===== config.mk =====
export PLATFORM = sky130hd
export DESIGN_NAME = rs_syndrome_ctrl
export DESIGN_NICKNAME = d
export VERILOG_FILES = /design/src/rtl/rs255_pkg.sv /design/src/rtl/syndrome.sv /design/src/rtl/rs_syndrome_ctrl.sv
export SDC_FILE = /design/constraint.sdc
export NUM_CORES = 1
export LEC_CHECK = 0
export CORE_MARGIN = 1.5
export CORE_UTILIZATION = 60
export CTS_BUF_LIST = sky130_fd_sc_hd__clkbuf_16
export CTS_CLUSTER_SIZE = 25
export DETAILED_ROUTE_END_ITERATION = 10
export PLACE_DENSITY = 0.9
export SLEW_MARGIN = 15
export SYNTH_ARGS = -nofsm -noshare
export SYNTH_HDL_FRONTEND = slang
export SYNTH_HIERARCHICAL = 1
export SYNTH_SLANG_ARGS = --single-unit

===== constraint.sdc =====
create_clock -name clk -period 3.6 [get_ports clk]
set_input_delay 1.08 -clock clk [delete_from_list [all_inputs] [get_ports clk]]
set_output_delay 1.08 -clock clk [all_outputs]
set_load 0.02 [all_outputs]

===== src/rtl/rs255_pkg.sv =====
// ----------------------------------------------------------------------------
// rs255_pkg
// Shared definitions for the RS(255,247) syndrome path: code geometry, the
// frame-sequencer state type, and GF(2^8) helpers for the field generated by
// x^8 + x^4 + x^3 + x^2 + 1 (0x11d), with alpha = 0x02.
// ----------------------------------------------------------------------------
package rs255_pkg;

   localparam int unsigned RS_N    = 255;
   localparam int unsigned RS_K    = 247;
   localparam int unsigned RS_NSYM = RS_N - RS_K;   // 8 syndromes
   localparam int unsigned RS_SYMW = 8;
   localparam int unsigned CNT_W   = 8;

   // Low byte of the field polynomial, folded in when bit 7 shifts out.
   localparam logic [RS_SYMW-1:0] GF_POLY_LO = 8'h1d;

   typedef enum logic {
      IDLE = 1'b0,
      RECV = 1'b1
   } rs_state_e;

   // Shift-and-add multiply in GF(2^8).
   function automatic logic [RS_SYMW-1:0] gf_mul(input logic [RS_SYMW-1:0] a,
                                                 input logic [RS_SYMW-1:0] b);
      logic [RS_SYMW-1:0] p;
      logic [RS_SYMW-1:0] x;
      p = '0;
      x = a;
      for (int i = 0; i < RS_SYMW; i++) begin
         if (b[i]) p = p ^ x;
         x = {x[RS_SYMW-2:0], 1'b0} ^ (x[RS_SYMW-1] ? GF_POLY_LO : '0);
      end
      return p;
   endfunction

   // alpha^e, used to build the constant multipliers of each syndrome lane.
   function automatic logic [RS_SYMW-1:0] gf_alpha_pow(input int unsigned e);
      logic [RS_SYMW-1:0] p;
      p = 8'h01;
      for (int unsigned i = 0; i < e; i++) p = gf_mul(p, 8'h02);
      return p;
   endfunction

endpackage


===== src/rtl/syndrome.sv =====
// ----------------------------------------------------------------------------
// syndrome
// RS(255,247) syndrome core. Evaluates the received polynomial at alpha^1 ..
// alpha^8 by Horner's rule, highest-order symbol first.
//
// Ports
//   clk, rst_n      clock, asynchronous active-low reset
//   din_val         din is valid this cycle
//   din_sop         first symbol of a codeword (reloads the accumulators)
//   din_eop         last symbol of a codeword
//   din             received symbol
//   syndrome_val    one-cycle strobe, the cycle after din_eop
//   syndrome        S1 at [7:0] .. S8 at [63:56], valid with syndrome_val
// ----------------------------------------------------------------------------
module syndrome
   import rs255_pkg::*;
(
   input  logic                       clk,
   input  logic                       rst_n,
   input  logic                       din_val,
   input  logic                       din_sop,
   input  logic                       din_eop,
   input  logic [RS_SYMW-1:0]         din,
   output logic                       syndrome_val,
   output logic [RS_NSYM*RS_SYMW-1:0] syndrome
);

   logic r_syn_val;

   for (genvar j = 0; j < RS_NSYM; j++) begin : g_lane
      localparam logic [RS_SYMW-1:0] ALPHA_J = gf_alpha_pow(j + 1);
      logic [RS_SYMW-1:0] r_acc;

      // NOTE: clocked state is always written with <= so every flop samples
      // the pre-edge values of its neighbours, independent of block order.
      always_ff @(posedge clk or negedge rst_n) begin
         if (!rst_n) begin
            r_acc <= '0;
         end else if (din_val) begin
            r_acc <= din_sop ? din : (gf_mul(r_acc, ALPHA_J) ^ din);
         end
      end

      assign syndrome[j*RS_SYMW +: RS_SYMW] = r_acc;
   end

   // Strobe follows din_eop with no valid gating; the sequencer guarantees
   // din_eop only ever accompanies din_val.
   always_ff @(posedge clk or negedge rst_n) begin
      if (!rst_n) r_syn_val <= 1'b0;
      else        r_syn_val <= din_eop;
   end

   assign syndrome_val = r_syn_val;

endmodule


===== src/rtl/rs_syndrome_ctrl.sv =====
// ----------------------------------------------------------------------------
// rs_syndrome_ctrl
// Frame sequencer and result holder around the syndrome core. Frames are
// delimited only by in_sop; the symbol counter closes each frame after
// FRAME_LEN symbols. Final syndromes are held for a valid/ready consumer.
//
// Ports
//   clk, rst_n             clock, asynchronous active-low reset
//   in_val/in_sop/in_data  input symbol stream (no backpressure)
//   out_val/out_ready      held-result handshake
//   out_syn                S1 at [7:0] .. S8 at [63:56]
//   out_err                any held syndrome nonzero
//   short_err              pulse: open frame aborted by a new in_sop
//   stray_err              pulse: non-sop symbol outside a frame dropped
//   ovf_err                pulse: completed result dropped, holder full
// ----------------------------------------------------------------------------
module rs_syndrome_ctrl
   import rs255_pkg::*;
#(
   parameter int unsigned FRAME_LEN = RS_N   // 9..255
) (
   input  logic                       clk,
   input  logic                       rst_n,
   input  logic                       in_val,
   input  logic                       in_sop,
   input  logic [RS_SYMW-1:0]         in_data,
   output logic                       out_val,
   input  logic                       out_ready,
   output logic [RS_NSYM*RS_SYMW-1:0] out_syn,
   output logic                       out_err,
   output logic                       short_err,
   output logic                       stray_err,
   output logic                       ovf_err
);

   localparam logic [CNT_W-1:0] LAST_CNT = CNT_W'(FRAME_LEN - 1);

   rs_state_e                  r_state, w_state_nxt;
   logic [CNT_W-1:0]           r_cnt, w_cnt_nxt;

   logic                       w_din_val, w_din_sop, w_din_eop;
   logic                       w_short, w_stray;

   logic                       w_syn_val;
   logic [RS_NSYM*RS_SYMW-1:0] w_syndrome;
   logic                       w_load, w_ovf;

   logic                       r_full;
   logic [RS_NSYM*RS_SYMW-1:0] r_syn;
   logic                       r_err;
   logic                       r_short, r_stray, r_ovf;

   // -------------------------------------------------------------------------
   // Frame sequencer
   // -------------------------------------------------------------------------
   always_ff @(posedge clk or negedge rst_n) begin
      if (!rst_n) begin
         r_state <= IDLE;
         r_cnt   <= '0;
      end else begin
         r_state <= w_state_nxt;
         r_cnt   <= w_cnt_nxt;
      end
   end

   always_comb begin
      // NOTE: every output of this block gets a default first, so no path
      // through the case can leave one unassigned and infer a latch.
      w_state_nxt = r_state;
      w_cnt_nxt   = r_cnt;
      w_din_val   = 1'b0;
      w_din_sop   = 1'b0;
      w_din_eop   = 1'b0;
      w_short     = 1'b0;
      w_stray     = 1'b0;

      case (r_state)
         IDLE: begin
            if (in_val) begin
               if (in_sop) begin
                  w_din_val   = 1'b1;
                  w_din_sop   = 1'b1;
                  w_cnt_nxt   = CNT_W'(1);
                  w_state_nxt = RECV;
               end else begin
                  w_stray = 1'b1;   // dropped, not forwarded
               end
            end
         end
         RECV: begin
            if (in_val) begin
               w_din_val = 1'b1;
               if (in_sop) begin
                  // Restart: the core reloads, so the old frame never ends.
                  w_din_sop = 1'b1;
                  w_short   = 1'b1;
                  w_cnt_nxt = CNT_W'(1);
               end else if (r_cnt == LAST_CNT) begin
                  w_din_eop   = 1'b1;
                  w_cnt_nxt   = '0;
                  w_state_nxt = IDLE;
               end else begin
                  w_cnt_nxt = r_cnt + 1'b1;
               end
            end
         end
      endcase
   end

   syndrome u_syndrome (
      .clk          (clk),
      .rst_n        (rst_n),
      .din_val      (w_din_val),
      .din_sop      (w_din_sop),
      .din_eop      (w_din_eop),
      .din          (in_data),
      .syndrome_val (w_syn_val),
      .syndrome     (w_syndrome)
   );

   // -------------------------------------------------------------------------
   // Result holder: a concurrent handshake frees the slot for the new set.
   // -------------------------------------------------------------------------
   assign w_load = w_syn_val && (!r_full || out_ready);
   assign w_ovf  = w_syn_val &&  r_full && !out_ready;

   always_ff @(posedge clk or negedge rst_n) begin
      if (!rst_n) begin
         r_full <= 1'b0;
         r_syn  <= '0;
         r_err  <= 1'b0;
      end else if (w_load) begin
         r_full <= 1'b1;
         r_syn  <= w_syndrome;
         r_err  <= |w_syndrome;
      end else if (r_full && out_ready) begin
         r_full <= 1'b0;
      end
   end

   always_ff @(posedge clk or negedge rst_n) begin
      if (!rst_n) begin
         r_short <= 1'b0;
         r_stray <= 1'b0;
         r_ovf   <= 1'b0;
      end else begin
         r_short <= w_short;
         r_stray <= w_stray;
         r_ovf   <= w_ovf;
      end
   end

   assign out_val   = r_full;
   assign out_syn   = r_syn;
   assign out_err   = r_err;
   assign short_err = r_short;
   assign stray_err = r_stray;
   assign ovf_err   = r_ovf;

endmodule


==> reports/qor.csv <==
metric,value,unit
H-Tree Depth,4,
critical path peak fanout,9,
post-synthesis cell area,7670,um2
Tcrit/Tclk final,81.5,%
Yosys top cell by area,dfrtp_1,
crit path time final,2.93,ns
Layout area overhead,18.1,%
most frequent cell after synthesis,dfrtp_1,
leakage power total,4.12,nW
Initial DRT Pass Iterations,5,
Synth Instances,710,
RSZ-0062 raised after global routing,no,
WP data arrival,3.23,ns
Setup-failing EPs final,0,
I/O Pins,82,
count of final hold-check violations,0,
Placement Cell Area,8540,um2
antenna-violating nets left,0,
die area,13500,um2
Setup TNS Final,0,ns
row cnt,41,
post_cts resized,0,
clk_lat worst skew,0.42,ns
Max Fclk,341,MHz
"reg-to-reg slack, setup",1.37,ns
largest net degree at the start of global routing,144,
Layout fillers,852,
Cell variety after synth,55,
Root Driver,clkbuf_16,
# diodes,0,
CTS tree,built,
DR iter-0 viols,516,
Pwr Density,791,nW/um2
overall routed net length,18100,um
number of max-cap violations,0,
Post-CTS Setup Bufs,0,
critical path class,input pin to flop,
Die Wd,116,um
final instance area,9050,um2
min-delay worst type,flop to flop,
Synth top area share,46.7,%
die extent in y,116,um
CTS Buffer Depth,2,
first-pass GRT wire length,29500,um
top post-synthesis cells by area,"dfrtp_1 47%, mux2_1 7.2%, xnor2_1 7.0%, a21oi_1 4.4%, xor3_1 3.4%",
syn_area_per_cell,10.8,um2
register area share after synthesis,46.7,%
Slew Limit Fails,0,
outcome,"finished, final reports clean",
fraction of layout instances using a drive strength above 1,7.85,%
Reg area,3580,um2
HPWL after DPL,11900,um
clk slew on worst S/H paths,0.06,ns
"EDFF count, synth",0,
Max VDD drop,0.000328,V
routed len/inst,19.1,um
syn nets,725,
Initial Utilization,61.0,%
Post-synth ARST share,100,%
Syn. warnings,6,
most instantiated cells after synthesis,"143 x dfrtp_1, 67 x a21oi_1, 64 x nor2_1, 61 x xnor2_1, 49 x mux2_1",
"Remaining Overflow, GRT",0,
Clock Skew,0.00707,ns
"FF+latch count, synth",143,
Worst Setup End Kind,flop,
Placement Setup Slack,0.324,ns
"Top FF cell, synth",dfrtp_1,
Setup WS post-layout,0.667,ns
Slew headroom,47.5,%
DRC Markers,0,
Post-CTS Hold Buffers,0,
number of global-route vias before repair,5893,
CTS sink cnt,143,
hold_ws,0.490,ns
fin nets,780,
CTS buffer count,17,
placer congestion estimate,0.901,
GRT Util Overall,28.9,%
Core ar.,12600,um2
Critical Path RT,3.89,ns
initial antenna violation count,0,
port bufs,81,
DR vias/cell,6.18,
Least-Margin Pin Slew,0.785,ns
overall via count from detail_route,5866,
area occupied by multi-input gates,3780,um2
Startpoint Class,input pin,
==> worst paths after layout <==
| check | startpoint | endpoint | cells past startpoint |
|---|---|---|---|
| max | in_sop | u_syndrome/g_lane[6].r_acc[4] | 7 |
| min | out_syn[59] | out_syn[59] | 1 |
| max reg2reg | u_syndrome/g_lane[5].r_acc[6] | out_err | 4 |
| min reg2reg | out_syn[59] | out_syn[59] | 1 |
| max in group asynchronous | rst_n | r_cnt[3] | 2 |
| min in group asynchronous | rst_n | out_val | 2 |
==> flip-flops by register name, indices dropped and copies added, names as in the netlist <==
| register | cells |
|---|---|
| out_err | 1 |
| out_syn | 64 |
| out_val | 1 |
| ovf_err | 1 |
| r_cnt | 8 |
| r_state | 1 |
| short_err | 1 |
| stray_err | 1 |
| u_syndrome/g_lane.r_acc | 64 |
| u_syndrome/syndrome_val | 1 |
==> area by class of cell <==
type                    instances  share of cell area, %
multi-input cells             498                   41.7
flip-flops and latches        143                   39.5
repair buffers                 92                   10.2
clock buffers                  17                   4.70
well taps                     172                   2.38
clock inverters                14                  0.967
inverters                      13                  0.539
==> per-stage QoR <==
stage                     std cells  power, W  util, %
after floorplan                 710   0.00490        -
after global placement          918   0.00533     68.0
after detailed placement        918   0.00553     68.0
after CTS                       949   0.00712     72.0
after global routing            949   0.00755     72.0
final                           949   0.00717     72.0
==> cells by family (layout without fill, tap and decap cells) <==
group / count (synthesis) / in the layout / share of synthesized area (%)
and+or+nand+nor: 173 / 173 / 11.1
xor gates and xnor gates: 93 / 93 / 14.0
muxes: 85 / 85 / 12.2
adders and majority gates: 2 / 2 / 0.326
AOI/OAI and AO/OA: 145 / 145 / 11.7
DFF: 143 / 143 / 46.7
buffers and inverters: 69 / 136 / 4.08
==> worst max-delay path: stages <==
cell and delay (ns):
clkdlybuf4s50_1 0.50, o21ai_1 0.52, inv_2 0.14, inv_1 0.28, nor2_1 0.13, a21boi_0 0.17
a311o_1 0.40
==> where the power goes <==
group	switching, W	total (W)	internal, W
Combinational	0.00133	0.00295	0.00162
Clock	0.000629	0.00155	0.000917
Sequential	0.000730	0.00267	0.00194
==> layout by cell type (no fill, tap or decap), types with 4 or more instances in the layout <==
cell,Yosys,layout
dfrtp_1,143,143
clkdlybuf4s50_1,0,80
a21oi_1,67,67
nor2_1,64,64
xnor2_1,61,61
mux2_1,49,49
nand2_1,34,33
nor2b_1,22,22
mux2i_1,19,19
mux2_2,17,17
clkbuf_16,0,17
nor4_1,16,16
inv_1,12,15
o22ai_1,15,15
xor2_1,14,14
o21a_1,12,12
xor3_1,11,11
buf_4,1,9
o21ai_0,8,8
a31oi_1,7,7
xnor3_1,6,6
nor3b_1,5,5
nand3_1,5,5
a211o_1,5,5
o21ai_1,4,4
a21o_1,4,4
nand2b_1,4,4
a22o_1,4,4
nand4_1,4,4
clkinv_2,0,4
clkinv_1,0,4
or3_1,4,4
==> layer usage <==
layer / GRT usage, % / routed length, um
met1: 36.3 / 7220
met2: 46.5 / 8990
met3: 7.58 / 1260
met4: 14.6 / 631
met5: 0 / 0
Note: power is estimated with default switching activity, not from simulation.
